$ cat config.mk
export PLATFORM = sky130hd
export DESIGN_NAME = mixer_decim
export DESIGN_NICKNAME = d
export VERILOG_FILES = /design/src/rtl/mixer_decim.sv
export SDC_FILE = /design/constraint.sdc
export NUM_CORES = 1
export LEC_CHECK = 0
export ABC_AREA = 0
export CAP_MARGIN = 20
export CORE_ASPECT_RATIO = 1.4
export CORE_MARGIN = 5
export CORE_UTILIZATION = 40
export DETAILED_ROUTE_END_ITERATION = 16
export DONT_BUFFER_PORTS = 1
export HOLD_SLACK_MARGIN = 0.15
export PLACE_DENSITY = 0.63
export SLEW_MARGIN = 10
export SYNTH_ARGS = -nofsm -noshare
export SYNTH_HDL_FRONTEND = slang
export SYNTH_SLANG_ARGS = --single-unit
$ cat constraint.sdc
create_clock -name clk -period 12.8 [get_ports clk]
set_input_delay 2.56 -clock clk [delete_from_list [all_inputs] [get_ports clk]]
set_output_delay 2.56 -clock clk [all_outputs]
set_load 0.05 [all_outputs]
$ cat src/rtl/mixer_decim.sv
// mixer_decim: second-order CIC decimator for the mixer product stream
module mixer_decim #(
  parameter int R = 4,
  parameter int LOG2R = 2,
  parameter int W = 18
) (
  input  logic         clk,
  input  logic         reset,
  input  logic         en,
  input  logic [W-1:0] din,
  output logic [W-1:0] dout,
  output logic         dout_valid
);
  localparam int G = W + 2 * LOG2R;
  localparam int S = 2 * LOG2R;
  localparam logic [G:0] HALF = (G + 1)'(1) << (S - 1);
  localparam logic [LOG2R-1:0] LAST = LOG2R'(R - 1);
  logic [G-1:0] int1, int2, c1, d1, d2, y;
  logic [G:0] yr;
  logic [W:0] q;
  logic [W-1:0] sat;
  logic [LOG2R-1:0] phase;
  logic s0, s1;
  logic [1:0] warm;
  // second comb difference, round half up, drop the R^2 gain and clamp to W bits
  always_comb begin
    y = c1 - d2;
    yr = {y[G-1], y} + HALF;
    q = yr[G:S];
    sat = (q[W] != q[W-1]) ? {q[W], {(W - 1){~q[W]}}} : q[W-1:0];
  end
  // integrators and phase on accepted samples; comb strobes run regardless of en
  always_ff @(posedge clk or posedge reset) begin
    if (reset) begin
      int1 <= '0;
      int2 <= '0;
      c1 <= '0;
      d1 <= '0;
      d2 <= '0;
      phase <= '0;
      s0 <= 1'b0;
      s1 <= 1'b0;
      warm <= '0;
      dout <= '0;
      dout_valid <= 1'b0;
    end else begin
      if (en) begin
        int1 <= int1 + {{S{din[W-1]}}, din};
        int2 <= int2 + int1;
        phase <= (phase == LAST) ? '0 : phase + 1'b1;
      end
      s0 <= en && (phase == LAST);
      s1 <= s0;
      if (s0) begin
        c1 <= int2 - d1;
        d1 <= int2;
      end
      if (s1) begin
        d2 <= c1;
        dout <= sat;
        warm <= warm + {1'b0, ~&warm};
      end
      dout_valid <= s1 && warm[1];
    end
  end
endmodule

==> summary.md <==
| Metric | Value |
|---|---|
| Fill count | `2268` |
| Hold bufs inserted after CTS | `0` |
| Synth unique cells | `61` |
| Global-route wire length before repair | `between 30000 and 40000 um` |
| Die Y | `189.2 um` |
| WP buf/inv | `1` |
| Synth Area per Inst | `slightly above 9 sq um` |
| Post-Synth Simple-Gate Area | `0.1585` |
| Worst-Margin Slew | `slightly below 0.8 ns` |
| Multi-input logic area | `0.005448 sq mm` |
| Port buffer count | `0` |
| Setup Viol. Count Final | `0` |
| Post-synthesis sequential area ratio | `0.3680` |
| Clock transition at path regs | `roughly 0.060 ns` |
| Largest family of logic cells by synthesized area | `compound AO/OA/AOI/OAI gates` |
| Delay-heaviest family, CP | `compound AO/OA/AOI/OAI gates` |
| Critical path required time | `13.11 ns` |
| EDFF count, synth | `0` |
| Layout cell share with drive strength beyond 1 | `0.1045` |
| Post-Syn Area | `0.009179 sq mm` |
| Crit-path cells | `ha_1 > inv_1 > fa_1 > nor2b_1 > o21ai_0 > a21oi_1 > o211ai_1 > a21boi_0 > o21a_1 > o31ai_1 > a211oi_1 > nor3_1 > xnor2_1 > mux2_2` |
| Vias per cell | `5.164` |
| Setup Skew | `0.007374 ns` |
| Max stage delay cell, worst path | `o31ai_1` |
| CTS tree | `yes` |
| Worst Setup End Kind | `flip-flop` |
| First drt pass iteration count | `4` |
| Ant diodes | `0` |
| I/O pins | `40` |
| Core area | `0.02261 sq mm` |
| Initial Util | `0.4060` |
| Crit Path Class | `input pin to flip-flop` |
| Root buf cell | `clkbuf_16` |
| Flops & latches, synth | `135` |
| Die area | `approximately 0.026 sq mm` |
| Mapped Nets | `1115` |
| Synth Area in Compound Gates | `0.1708` |
| Post-layout util | `0.4459` |
| Largest net degree at the start of global routing | `76` |
| Setup TNS | `0 ns` |
| Primary FF master, synth | `dfrtp_1` |
| Max_slew headroom | `0.4836` |
| Post-route minimum period | `5.165 ns` |
| Vias in the first global route | `approximately 6700` |
| Die Wd | `approximately 140 um` |
| FMAX | `around 190 MHz` |
| Gpl congestion | `0.8106` |
| Synth Area in XOR/XNOR | `0.08192` |
| Final hold viol count | `0` |
| HPWL Detailed | `12410 um` |
| RSZ-0062 raised after global routing | `false` |
| Max-cap violation count | `0` |
| Total grt overflow | `0` |
| Status | `complete, no violations` |
| Drt first-iter violations | `304` |
| Via count | `6791` |
| Clk sink count | `roughly 140` |
| Initial antenna violation count | `0` |
| Synth Area in Adders | `0.1224` |
| Post-cts gate resize count | `0` |
| CP Launch Type | `input pin` |
| Seq. cell area | `0.003381 sq mm` |
| Hold WC Path Type | `flip-flop to flip-flop` |
| Final period utilization | `0.4035` |
| Synth warn | `0` |
| Final wirelength | `17010 um` |
| Max Slew Vio Count | `0` |
| Worst path max stage delay | `0.62 ns` |
| NumNets Final | `1110` |
| Total CTS buffers | `17` |
| Arrival @ worst endpoint | `5.47 ns` |
| Cells after Synth | `1006` |
| H-tree levels | `4` |
| Crit path max fanout | `5` |
| Final ANT Viol Nets | `0` |
| WL/cell | `12.93 um` |
| Largest buffer count on any clock path | `2` |
| P&R area growth vs syn | `9.842%` |
| Synth async-reset ratio | `1.000` |
| Rows | `65` |
| Worst-Skew Late Latency | `0.42 ns` |
| Total Routing Usage GR | `0.1341` |
| # DRC | `0` |
| # Post-CTS Setup Buffers | `0` |
| Mux cell area share after synthesis | `0.05984` |
worst paths after layout:
check	startpoint	cells after the start	end	slack (ns)
max	din[0]	14	int1[18]$_DFFE_PP0P_	7.64
min	warm[1]$_DFFE_PP0P_	1	warm[1]$_DFFE_PP0P_	0.50
max reg2reg	c1[5]$_DFFE_PP0P_	12	dout[15]$_DFFE_PP0P_	8.75
min reg2reg	warm[1]$_DFFE_PP0P_	1	warm[1]$_DFFE_PP0P_	0.50
max in group asynchronous	reset	2	s1$_DFF_PP0_	9.41
min in group asynchronous	reset	1	d2[1]$_DFFE_PP0P_	2.10
worst reg2reg max path, stage by stage (launching register included):
cell	delay [ns]
dfrtp_1	0.40
ha_1	0.38
and3_1	0.23
and3_4	0.19
a211oi_1	0.42
a21oi_1	0.14
xor2_1	0.35
nand4_2	0.26
or4_4	0.60
a211o_1	0.30
a221oi_2	0.29
xnor2_1	0.10
a211o_1	0.29
cells in the mapped netlist, types with 4 or more instances:
cell type,number,share of area
nor2_1,75,0.031
nand2_1,112,0.046
or2_2,7,0.0048
nor2b_1,15,0.010
inv_1,66,0.027
o31ai_1,9,0.0074
mux2_2,47,0.058
and3_1,13,0.0089
a21boi_0,5,0.0041
dfrtp_1,135,0.37
a21o_1,24,0.020
nand4_1,4,0.0027
ha_1,85,0.12
a21oi_1,55,0.030
a211o_1,5,0.0048
xor2_1,24,0.023
and2_1,4,0.0027
a211oi_1,9,0.0074
or3_1,8,0.0055
a31oi_1,24,0.016
nand3_1,21,0.011
o21ai_0,72,0.039
o2bb2ai_1,4,0.0038
o21a_1,7,0.0057
nor3_1,28,0.015
xnor2_1,60,0.057
clkbuf_1,28,0.011
o211ai_1,5,0.0041
nand2b_1,5,0.0034
registers in the layout, indices dropped and copies added, names as in the netlist:
name and flops:
dout 18, warm 2, d2 22, dout_valid 1, int2 22, s1 1
d1 22, int1 22, c1 22, phase 2, s0 1
final cells by class:
| class | count | area share |
|---|---|---|
| clock buffer | 22 | 0.04703 |
| inverter | 66 | 0.02507 |
| clock inverter | 10 | 0.01191 |
| tap | 301 | 0.03735 |
| multi-input combinational | 777 | 0.5403 |
| sequential | 135 | 0.3353 |
| timing repair buffer | 4 | 0.002978 |
cells by family (layout without fill, tap and decap cells):
family / Yosys count / after routing
AO/OA/AOI/OAI: 245 / 245
XOR/XNOR: 85 / 85
adder cells (fa/ha/maj): 88 / 88
buffers and inverters: 94 / 102
flip-flops: 135 / 135
multiplexers: 49 / 49
AND/OR/NAND/NOR: 310 / 310
through the flow:
| stage | setup slack [ns] | hold WS, ns | cell area [sq um] | instances |
|---|---|---|---|---|
| after floorplan | 6.629 | 0.3888 | 9179 | 1006 |
| after global placement | 7.298 | 0.4759 | 9488 | 1283 |
| after CTS | 7.675 | 0.5009 | 10080 | 1315 |
| after global routing | 7.357 | 0.5090 | 10080 | 1315 |
| final | 7.635 | 0.5005 | 10080 | 1315 |
| after detailed placement | 7.217 | 0.4862 | 9488 | 1283 |
routing by layer:
metal | vias to the layer above | wire (um) | track usage
met3 | 23 | 372 | 0.02324
met4 | 0 | 333 | 0.05209
met5 | - | 0 | 0
met1 | 3143 | 8139 | 0.1686
li1 | 3551 | - | -
met2 | 74 | 8160 | 0.2299
cell usage in the layout (no fill, tap or decap), types with 17 or more instances in the layout:
master	Yosys	layout
nor3_1	28	28
xor2_1	24	24
nand3_1	21	21
dfrtp_1	135	133
ha_1	85	85
clkbuf_16	0	17
o21ai_0	72	72
a31oi_1	24	24
mux2_2	47	47
xnor2_1	60	60
nor2_1	75	75
a21o_1	24	24
inv_1	66	65
nand2_1	112	112
a21oi_1	55	55
Power is left out: the tool's default activity adds up to more than one toggle a clock period on the data nets, which glitch-free logic cannot reach.
